`src/rtl/mem_port_arbiter.sv`:
```
// mem_port_arbiter
// Shares one single-ported, variable-latency memory between the instruction
// fetch (IF) requester and the data memory (MEM) requester. One transaction
// is in flight at a time. MEM wins when both ask from idle. At a completion
// edge the other requester is granted directly, so there is no idle bubble.
// A watchdog aborts a transaction that the memory never completes.
module mem_port_arbiter #(
    parameter int ADDR_W  = 32,
    parameter int DATA_W  = 32,
    parameter int TIMEOUT = 15
) (
    input  logic              clk,
    input  logic              resetN,
    input  logic              ifReq,
    input  logic [ADDR_W-1:0] ifAddr,
    output logic [DATA_W-1:0] ifRData,
    output logic              ifDone,
    input  logic              dReq,
    input  logic              dWe,
    input  logic [ADDR_W-1:0] dAddr,
    input  logic [DATA_W-1:0] dWData,
    output logic [DATA_W-1:0] dRData,
    output logic              dDone,
    output logic              stallIF,
    output logic              stallMEM,
    output logic              mReq,
    output logic              mWe,
    output logic [ADDR_W-1:0] mAddr,
    output logic [DATA_W-1:0] mWData,
    input  logic [DATA_W-1:0] mRData,
    input  logic              mReady,
    output logic              timeoutErr
);

    typedef enum logic [1:0] {
        IDLE    = 2'd0,
        BUSY_IF = 2'd1,
        BUSY_D  = 2'd2
    } state_t;

    // The abort fires on the busy edge that would bring the count to TIMEOUT.
    localparam logic [7:0] WD_LAST = 8'(TIMEOUT - 1);

    state_t              state_r, state_s;
    logic                m_req_r, m_req_s;
    logic                m_we_r, m_we_s;
    logic [ADDR_W-1:0]   m_addr_r, m_addr_s;
    logic [DATA_W-1:0]   m_wdata_r, m_wdata_s;
    logic [DATA_W-1:0]   if_rdata_r, if_rdata_s;
    logic [DATA_W-1:0]   d_rdata_r, d_rdata_s;
    logic                if_done_r, if_done_s;
    logic                d_done_r, d_done_s;
    logic                timeout_err_r, timeout_err_s;
    logic [7:0]          wd_cnt_r, wd_cnt_s;
    logic                grant_if_s;
    logic                grant_d_s;
    logic                wd_expire_s;

    // Next-state, grant, completion and watchdog decisions
    always_comb begin
        state_s       = state_r;
        m_req_s       = m_req_r;
        m_we_s        = m_we_r;
        m_addr_s      = m_addr_r;
        m_wdata_s     = m_wdata_r;
        if_rdata_s    = if_rdata_r;
        d_rdata_s     = d_rdata_r;
        if_done_s     = 1'b0;
        d_done_s      = 1'b0;
        timeout_err_s = timeout_err_r;
        wd_cnt_s      = wd_cnt_r;
        grant_if_s    = 1'b0;
        grant_d_s     = 1'b0;
        wd_expire_s   = (wd_cnt_r == WD_LAST);

        case (state_r)
            IDLE: begin
                if (dReq) begin
                    grant_d_s = 1'b1;
                end else if (ifReq) begin
                    grant_if_s = 1'b1;
                end else begin
                    m_req_s = 1'b0;
                end
            end
            BUSY_IF: begin
                if (mReady) begin
                    if_done_s  = 1'b1;
                    if_rdata_s = mRData;
                    // IF is still requesting here, so only MEM may follow
                    if (dReq) begin
                        grant_d_s = 1'b1;
                    end else begin
                        state_s = IDLE;
                        m_req_s = 1'b0;
                    end
                end else if (wd_expire_s) begin
                    if_done_s     = 1'b1;
                    if_rdata_s    = {DATA_W{1'b1}};
                    timeout_err_s = 1'b1;
                    m_req_s       = 1'b0;
                    state_s       = IDLE;
                    wd_cnt_s      = wd_cnt_r + 8'd1;
                end else begin
                    wd_cnt_s = wd_cnt_r + 8'd1;
                end
            end
            BUSY_D: begin
                if (mReady) begin
                    d_done_s = 1'b1;
                    // Writes leave the last read value visible to MEM
                    if (m_we_r) begin
                        d_rdata_s = d_rdata_r;
                    end else begin
                        d_rdata_s = mRData;
                    end
                    if (ifReq) begin
                        grant_if_s = 1'b1;
                    end else begin
                        state_s = IDLE;
                        m_req_s = 1'b0;
                    end
                end else if (wd_expire_s) begin
                    d_done_s = 1'b1;
                    if (m_we_r) begin
                        d_rdata_s = d_rdata_r;
                    end else begin
                        d_rdata_s = {DATA_W{1'b1}};
                    end
                    timeout_err_s = 1'b1;
                    m_req_s       = 1'b0;
                    state_s       = IDLE;
                    wd_cnt_s      = wd_cnt_r + 8'd1;
                end else begin
                    wd_cnt_s = wd_cnt_r + 8'd1;
                end
            end
            default: begin
                state_s = IDLE;
                m_req_s = 1'b0;
            end
        endcase

        if (grant_d_s) begin
            state_s   = BUSY_D;
            m_req_s   = 1'b1;
            m_we_s    = dWe;
            m_addr_s  = dAddr;
            m_wdata_s = dWData;
            wd_cnt_s  = 8'd0;
        end else if (grant_if_s) begin
            state_s  = BUSY_IF;
            m_req_s  = 1'b1;
            m_we_s   = 1'b0;
            m_addr_s = ifAddr;
            wd_cnt_s = 8'd0;
        end else begin
            // nothing granted this cycle; values chosen above stand
        end
    end

    // State and registered outputs; reset drops any in-flight transaction
    always_ff @(posedge clk or negedge resetN) begin
        if (!resetN) begin
            state_r       <= IDLE;
            m_req_r       <= 1'b0;
            m_we_r        <= 1'b0;
            m_addr_r      <= {ADDR_W{1'b0}};
            m_wdata_r     <= {DATA_W{1'b0}};
            if_rdata_r    <= {DATA_W{1'b0}};
            d_rdata_r     <= {DATA_W{1'b0}};
            if_done_r     <= 1'b0;
            d_done_r      <= 1'b0;
            timeout_err_r <= 1'b0;
            wd_cnt_r      <= 8'd0;
        end else begin
            state_r       <= state_s;
            m_req_r       <= m_req_s;
            m_we_r        <= m_we_s;
            m_addr_r      <= m_addr_s;
            m_wdata_r     <= m_wdata_s;
            if_rdata_r    <= if_rdata_s;
            d_rdata_r     <= d_rdata_s;
            if_done_r     <= if_done_s;
            d_done_r      <= d_done_s;
            timeout_err_r <= timeout_err_s;
            wd_cnt_r      <= wd_cnt_s;
        end
    end

    assign mReq       = m_req_r;
    assign mWe        = m_we_r;
    assign mAddr      = m_addr_r;
    assign mWData     = m_wdata_r;
    assign ifRData    = if_rdata_r;
    assign dRData     = d_rdata_r;
    assign ifDone     = if_done_r;
    assign dDone      = d_done_r;
    assign timeoutErr = timeout_err_r;
    assign stallIF    = ifReq & ~if_done_r;
    assign stallMEM   = dReq & ~d_done_r;

endmodule

```
`config.mk`:
```
export PLATFORM = sky130hd
export DESIGN_NAME = mem_port_arbiter
export DESIGN_NICKNAME = d
export VERILOG_FILES = /design/src/rtl/mem_port_arbiter.sv
export SDC_FILE = /design/constraint.sdc
export NUM_CORES = 1
export LEC_CHECK = 0
export ABC_AREA = 1
export CAP_MARGIN = 20
export CORE_MARGIN = 2
export CORE_UTILIZATION = 43
export CTS_CLUSTER_SIZE = 14
export DETAILED_ROUTE_END_ITERATION = 12
export PLACE_DENSITY = 0.81
export SLEW_MARGIN = 10
export SYNTH_ARGS = -nofsm -noshare
export SYNTH_HDL_FRONTEND = slang
export SYNTH_SLANG_ARGS = --single-unit
export TNS_END_PERCENT = 20
```
`constraint.sdc`:
```
create_clock -name clk -period 2.16 [get_ports clk]
set_input_delay 0.324 -clock clk [delete_from_list [all_inputs] [get_ports clk]]
set_output_delay 0.324 -clock clk [all_outputs]
set_load 0.01 [all_outputs]
```
# Word-level counts from Yosys, hierarchy flattened

Cells that the tools add are included.

Register bits after elaboration: 143
Input port bits: 134
Output and inout bits: 135
Logic and storage cells: 79

Add/sub/neg operators: 1
Equality and inequality tests: 8
Muxes and demuxes: 42
Bitwise logic cells: 6
Reduce and logical (&&, ||, !) cells: 11

Operators by type and width:

| operator                                                              | number |
|---|---|
| 32-bit 2-to-1 mux                                                     | 8 |
| 8-bit 2-to-1 mux                                                      | 4 |
| 1-bit 2-to-1 mux                                                      | 19 |
| 2-bit 2-to-1 mux                                                      | 7 |
| 5-bit != test, second input constant                                  | 2 |
| 3-bit AND reduction                                                   | 3 |
| 8-bit by 1-bit adder with 8-bit output, second input constant         | 1 |
| 8-bit by 4-bit equality test with 1-bit output, second input constant | 1 |
| 2-bit one-hot mux with 3 select lines                                 | 1 |
| 2-bit AND reduction                                                   | 3 |
| 4-bit != test, second input constant                                  | 1 |
| 1-bit NOT                                                             | 4 |
| 1-bit one-hot mux with 2 select lines                                 | 2 |
| 2-bit nonzero test                                                    | 2 |
| 3-bit by 1-bit != test with 1-bit output, second input constant       | 1 |
| 3-bit != test, second input constant                                  | 1 |
| 1-bit one-hot mux with 3 select lines                                 | 1 |
| 3-bit nonzero test                                                    | 1 |
| 1-bit bitwise AND                                                     | 2 |
| 2-bit by 1-bit equality test with 1-bit output, second input constant | 1 |
| 2-bit equality test, second input constant                            | 1 |
| 2-bit logical NOT                                                     | 1 |
| 2-bit OR reduction                                                    | 1 |

# Depth between registers and ports, before layout

Gate-level depths: netlist (run 1).

Word-level depth: 6
Mapped depth: 11
Depth with buffers taken out: 9

# Least setup slack after synthesis (run 1)

Ideal clock, no wire load.

Kind: reg-to-reg
Start: reg state_r[0]
End: reg m_addr_r[14], in the netlist mAddr[14]
Setup time: 83 ps
Arrival: 1,485 ps
Data required time: 2,077 ps
Slack: 593 ps
Cell stages (with the launch flop): 10
Buffers on the path: 2
Period minus slack after synthesis: 1,567 ps
Cells stage by stage: dfrtp_1 inv_1 ha_1 buf_2 nand3_1 nand2_2 nor2_4 clkbuf_1 nand2_1 o21ai_0

Cells in the longest elaborated chain, start to end: 3
Elaborated cells on any way between the ends: 7
Those cells by class: 2 x eq/ne; 3 x mux; 2 x reduce/logical

Ends and longest elaborated chain:

| what                                                                   | line | source |
|---|---|---|
| from (decl)                                                            | 44   | `state_t state_r, state_s;` |
| from (signal assigned)                                                 | 177  | `state_r <= state_s;` |
| 2-bit by 1-bit equality test with 1-bit output (tied with other cells) | 76   | `case (state_r)` |
| 1-bit one-hot mux with 2 select lines                                  | 76   |  |
| 32-bit 2-to-1 mux / 2-bit nonzero test (equally long branches)         | -    |  |
| to (signal assigned)                                                   | 168  | `m_addr_r <= {ADDR_W{1'b0}};` |
| to (signal assigned)                                                   | 180  | `m_addr_r <= m_addr_s;` |
| to (decl)                                                              | 47   | `logic [ADDR_W-1:0] m_addr_r, m_addr_s;` |

Several ways; a longest one is shown, not always the timed one.
A chain may end at the register's enable or synchronous reset.

# Worst setup path after layout (run 1)

Start: in dReq
End: out stallMEM

Cells in the longest elaborated chain, start to end: 1

Ends and longest elaborated chain:

| what              | line | source |
|---|---|---|
| from (decl)       | 18   | `input logic dReq,` |
| 1-bit bitwise AND | 201  | `assign stallMEM = dReq & ~d_done_r;` |
| to (decl)         | 25   | `output logic stallMEM,` |

No other way between the ends.

==> impl_metrics.py, run 1 <==
metrics = {
    "status": {
        "status": "finished clean",
    },
    "cells_and_area": {
        "n_antenna_cell": 0,
        "layout-drive-gt1-share": 0.0778,
        "fill_cells": 1134,
        "final_nets": 1133,
        "area_delta_synth_final_pct": 55.0,
        "multi_input_area_sq_mm": 0.00226,
        "postLayoutCellArea_sq_mm": 0.00971,
        "regArea_sq_mm": 0.00358,
    },
    "clock_tree": {
        "cts_tree": "built",
        "post_cts_buffers": 0,
        "ctsResizeCount": 0,
        "clock_sinks": 143,
        "hold_buffers": 1,
        "h-tree-depth": 4,
        "clock_latency_ps": 410,
        "numCtsBuffers": 17,
        "clk_pin_slew_worst_paths_ps": 50,
        "clk_path_buf_depth": 2,
        "cts_root_buf": "clkbuf_16",
    },
    "yosys": {
        "synth_top_area_cell": "dfrtp_1",
        "yosysWarnings": 0,
        "syn_inst": 731,
        "synth_xor_area_frac": 0,
        "avgSynthCellArea_sq_um": 8.58,
        "synth_edf_count": 0,
        "yosysMostFrequentCell": "nand2_1",
        "synth_top_family_by_area": "simple AND/OR/NAND/NOR gates",
        "synth_cell_types": 26,
        "synth_commonest_cells": "nand2_1, dfrtp_1, nor2_1",
        "synthSimpleGateAreaFrac": 0.249,
        "yosys.area_share.adder": 0.0120,
        "synthMuxAreaShare": 0,
        "ys_seq_area_frac": 0.571,
        "syn_area_sq_mm": 0.00627,
        "ys_ff_latch": 143,
        "synth_area_leaders": "dfrtp_1, nand2_1, nor2_1",
        "synth_compound_area_frac": 0.0992,
        "syn_nets": 871,
        "synth_top_area_share": 0.571,
        "synthArstFlopShare": 1.00,
        "ys.flop_type": "dfrtp_1",
    },
    "sta": {
        "hold_viol_final": 0,
        "fin_worst_skew_ps": 7.73,
        "tightest_slew_ps": 573,
        "maxSlewViolCount": 0,
        "relSlewSlack": 0.618,
        "fin_crit_ps": 2030,
        "setup_tns_ps": 0,
        "rsz0062_at_grt": "false",
        "fmax_mhz": 493,
        "finalSetupViolCount": 0,
        "fin_crit_sh": 0.939,
    },
    "route": {
        "routed_via_density": 4.96,
        "num_vias": 5888,
        "ant_nets": 0,
        "drt_iter0_markers": 413,
        "first_pass_iters": 5,
        "routed_wl_mm": 18.6,
        "route.detailed.drc": 0,
        "wl_per_cell_um": 15.6,
    },
    "pwr": {
        "p_leak_nw": 4.55,
        "p_clk_frac": 0.203,
        "power_frac_comb": 0.459,
        "pwr-share-seq": 0.337,
        "swShare": 0.354,
        "power_density_mw_per_mm2": 1430,
        "p_int_mw": 8.97,
        "switchingPower_mw": 4.92,
        "ir_drop_mv": 0.750,
    },
    "die": {
        "ioPinCount": 269,
        "core.rowCount": 44,
        "initial_core_util": 0.436,
        "dieArea_sq_mm": 0.0156,
        "die_w_um": 125,
        "die_y_um": 125,
        "core_sq_mm": 0.0144,
    },
    "placement": {
        "postPlaceCellArea_sq_mm": 0.00914,
        "gp_congestion": 0.834,
        "dp_hpwl_mm": 13.2,
        "numPortBuffers": 268,
    },
    "critical_path": {
        "crit_path_end_kind": "primary output",
        "criticalPathCategory": "in -> out",
        "r2r-start": "wd_cnt_r[0]",
        "crit_fanout": 3,
        "worstSetupStartpoint": "dReq",
        "cp_data_arrival_time_ps": 1700,
        "cp-start-kind": "input pin",
        "crit_required_ps": 1840,
        "rr_worst_depth": 10,
    },
    "global_route": {
        "grt_pass1_wl_mm": 30.4,
        "antenna_found_initial": 0,
        "grt-ovfl-total": 0,
        "grt_pass1_vias": 5800,
        "grtUsageTotal": 0.246,
        "grt_max_degree": 57,
    },
    "flow_run": {
        "cap_viol_max_count": 0,
    },
    "min_path": {
        "min-delay-path-class": "in -> async",
    },
}
registers in the layout, summed over array words and instances (netlist names):
register,flops
ifDone,1
mWe,1
dRData,32
mWData,32
timeoutErr,1
mReq,1
state_r,2
mAddr,32
ifRData,32
wd_cnt_r,8
dDone,1
power groups by stage:
stage	Combinational [mW]	Clock, mW	Sequential (mW)
6_report	6.38	2.83	4.69
5_1_grt	6.97	3.00	4.86
3_5_place_dp	6.43	0	4.71
2_1_floorplan	2.29	0	5.23
4_1_cts	6.46	2.87	4.69
3_3_place_gp	6.30	0	4.70
worst paths after layout:
kind / to / slack [ps]
max: stallMEM / 130
min: dRData[4] / 420
max reg2reg: dRData[21] / 320
min reg2reg: dRData[30] / 470
max in group asynchronous: mAddr[15] / 1080
min in group clk: mWData[14] / 440
cell families (layout without fill, tap and decap cells):
logic type,after synthesis,after routing
AO/OA/AOI/OAI,106,106
AND/OR/NAND/NOR,381,381
adder cells (fa/ha/maj),6,6
buffers and inverters,95,367
flip-flops,143,143
layout by cell type, fill, tap and decap left out, types with 2 or more instances in the layout:
master / netlist / routed
o21ai_2: 23 / 23
o21ai_0: 31 / 31
nand3_1: 11 / 11
nand4_1: 33 / 33
clkinv_2: 0 / 4
nand2_2: 2 / 3
a21oi_1: 34 / 34
nand2_1: 250 / 249
ha_1: 6 / 6
nor2_1: 77 / 77
clkbuf_16: 0 / 17
clkdlybuf4s50_1: 0 / 267
clkbuf_8: 0 / 3
inv_1: 49 / 48
dfrtp_1: 143 / 143
inv_2: 1 / 2
nor3_1: 3 / 3
buf_4: 0 / 13
clkbuf_1: 10 / 2
bufinv_16: 0 / 2
o21ai_1: 16 / 16
buf_12: 0 / 5
critical path: stages:
cell and delay [ps]:
clkdlybuf4s50_1 500, inv_1 70, nor2_1 200, clkdlybuf4s50_1 610
metal layers:
metal	GRT usage	part of all wire
met2	0.393	0.49
met5	0	0
met3	0.0825	0.076
met4	0.0767	0.015
met1	0.318	0.42
final cells by class:
class	instances	share of cell area
repair buffers	287	0.298
flip-flops and latches	143	0.368
well taps	184	0.0237
inverters	51	0.0197
multi-input cells	493	0.233
clock inverters	7	0.00902
clock buffers	22	0.0488
stage by stage:
step,setup slack [ps],utilization,power [mW],hold WS (ps),instances
after floorplan,593,-,7.52,28.4,731
after global placement,145,0.636,11.0,308,1157
after detailed placement,174,0.636,11.1,303,1157
after CTS,159,0.676,14.0,421,1187
after global routing,74.9,0.676,14.8,434,1187
final,131,0.676,13.9,423,1187
(Power assumes the default switching activity.)
==> run 2, diff against run 1 <==
--- a/config.mk
+++ b/config.mk
@@ -7,8 +7,10 @@
 export LEC_CHECK = 0
 export ABC_AREA = 1
 export CAP_MARGIN = 20
+export CORE_ASPECT_RATIO = 0.6
 export CORE_MARGIN = 2
 export CORE_UTILIZATION = 43
+export CTS_CLUSTER_DIAMETER = 50
 export CTS_CLUSTER_SIZE = 14
 export DETAILED_ROUTE_END_ITERATION = 12
 export PLACE_DENSITY = 0.81
==> run 2 against run 1 <==
First-iteration DRC count shrank 12%. Power grew 1.7%. Clock skew grew 6.5 ps. Clock-buffer cell count shrank 3. Via count grew 0.19%. Core utilization grew 0.30 points. Sequential cell count is the same. Maximum frequency grew 9.0%. Highest routed layer unchanged. Non-clock buffer count shrank 2. Critical path depth is the same. Largest cell class unchanged. Wire length grew 0.65%. Cell count grew 1.3%.
==> impl_metrics.py, run 2 (synthesis results as in run 1) <==
metrics = {
    "status": {
        "status": "finished clean",
    },
    "pwr": {
        "power_density_mw_per_mm2": 1450,
        "power_mw": 14.1,
        "ir_drop_mv": 0.683,
        "p_leak_nw": 4.54,
    },
    "global_route": {
        "antenna_found_initial": 0,
        "grt-ovfl-total": 0,
        "grt_max_degree": 67,
        "grt_pass1_vias": 5847,
        "grt_pass1_wl_mm": 30.6,
        "grtUsageTotal": 0.245,
    },
    "sta": {
        "maxSlewViolCount": 0,
        "rsz0062_at_grt": "false",
        "fin_worst_skew_ps": 14.3,
        "hold_viol_final": 0,
        "tightest_slew_ps": 438,
        "setup_tns_ps": 0,
        "finalSetupViolCount": 0,
        "fin_crit_ps": 1860,
        "fmax_mhz": 537,
        "relSlewSlack": 0.708,
        "fin_crit_sh": 0.862,
    },
    "route": {
        "ant_nets": 0,
        "wl_per_cell_um": 15.5,
        "route.detailed.drc": 0,
        "routed_wl_mm": 18.7,
        "routed_via_density": 4.91,
        "first_pass_iters": 5,
        "num_vias": 5899,
        "drt_iter0_markers": 362,
    },
    "cells_and_area": {
        "final_core_util": 0.679,
        "fill_cells": 1189,
        "stdcell_count": 1202,
        "multi_input_area_sq_mm": 0.00226,
        "final_nets": 1131,
        "final_cell_mix": "clkdlybuf4s50_1, nand2_1, dfrtp_1",
        "area_delta_synth_final_pct": 55.8,
        "n_antenna_cell": 0,
        "layout-drive-gt1-share": 0.0787,
        "mostFrequentLayoutCell": "clkdlybuf4s50_1",
        "regArea_sq_mm": 0.00358,
    },
    "die": {
        "core.rowCount": 34,
        "die_w_um": 160,
        "initial_core_util": 0.436,
        "ioPinCount": 269,
        "die_y_um": 97.5,
        "core_sq_mm": 0.0144,
        "dieArea_sq_mm": 0.0156,
    },
    "clock_tree": {
        "clock_latency_ps": 410,
        "h-tree-depth": 4,
        "cts_tree": "built",
        "numCtsBuffers": 17,
        "post_cts_buffers": 0,
        "hold_buffers": 1,
        "clk_path_buf_depth": 2,
        "clock_sinks": 143,
        "cts_root_buf": "clkbuf_16",
        "clk_pin_slew_worst_paths_ps": 70,
        "ctsResizeCount": 0,
    },
    "critical_path": {
        "crit_fanout": 4,
        "cp_data_arrival_time_ps": 1540,
        "crit_path_end_kind": "primary output",
        "crit_family": "buffers and inverters",
        "crit_required_ps": 1840,
        "criticalPathCategory": "in -> out",
        "cp_slowest_cell": "clkdlybuf4s50_1",
        "worstSetupStartpoint": "ifReq",
        "crit_buf_inv": 3,
        "critPathMaxStageDelay_ps": 540,
        "cpMostUsedCell": "clkdlybuf4s50_1",
        "path_cells": "clkdlybuf4s50_1 > inv_1 > nor2_1 > clkdlybuf4s50_1",
        "cp-start-kind": "input pin",
        "r2r-start": "wd_cnt_r[0]",
    },
    "min_path": {
        "min-delay-path-class": "in -> async",
    },
    "placement": {
        "dp_hpwl_mm": 13.1,
        "gp_congestion": 0.818,
        "dp_cells": 1169,
        "numPortBuffers": 268,
    },
    "flow_run": {
        "cap_viol_max_count": 0,
    },
}
run 2: changes by cell type in the layout (fill, tap and decap cells not counted):
cell,before,now
buf_4,13,11
bufinv_16,2,3
clkbuf_8,3,0
clkinv_2,4,0
clkinv_4,0,2
clkinvlp_4,1,3
inv_6,0,4
inv_8,0,1
run 2: final cells by class:
| type | instances | area share |
|---|---|---|
| Inverter | 51 | 0.0196 |
| Clock buffer | 19 | 0.0443 |
| Multi-Input combinational cell | 493 | 0.232 |
| Tap cell | 198 | 0.0254 |
| Sequential cell | 143 | 0.366 |
| Timing Repair Buffer | 285 | 0.295 |
| Clock inverter | 13 | 0.0181 |
run 2: where the power goes:
group | leakage [nW] | internal (mW) | switching (mW)
Combinational | 2.52 | 3.24 | 3.18
Sequential | 1.74 | 3.96 | 0.707
Clock | 0.287 | 1.85 | 1.20
run 2: layer usage:
layer  vias to the layer above  part of all wire  track usage
met5                         -                 0            0
met4                         0            0.0095       0.0596
met2                       217              0.46        0.391
met1                      2810              0.45        0.331
li1                       2854                 -            -
met3                        18             0.081       0.0734
run 2: per-stage QoR:
stage	setup WS [ps]	hold WS (ps)	cell area, sq um
floorplan	593	28.4	6270
global placement	314	270	9150
detailed placement	241	273	9150
CTS	298	400	9760
global route	137	411	9760
finish	299	394	9760
run 2: worst paths after layout:
check	end	slack, ps	cells after the start
max	stallIF	300	4
min	ifRData[3]	390	2
max reg2reg	dRData[22]	330	10
min reg2reg	dRData[10]	470	2
max in group asynchronous	mWData[15]	1120	3
min in group clk	mWData[6]	450	3
run 2: worst register-to-register path: stages (launching register included):
cell and delay, ps:
dfrtp_1 420, inv_1 90, ha_1 150, inv_1 40
nor2_1 120, nand3_2 140, nand2_4 210, nand3_1 110
buf_4 270, nand2_1 110, nand2_1 60
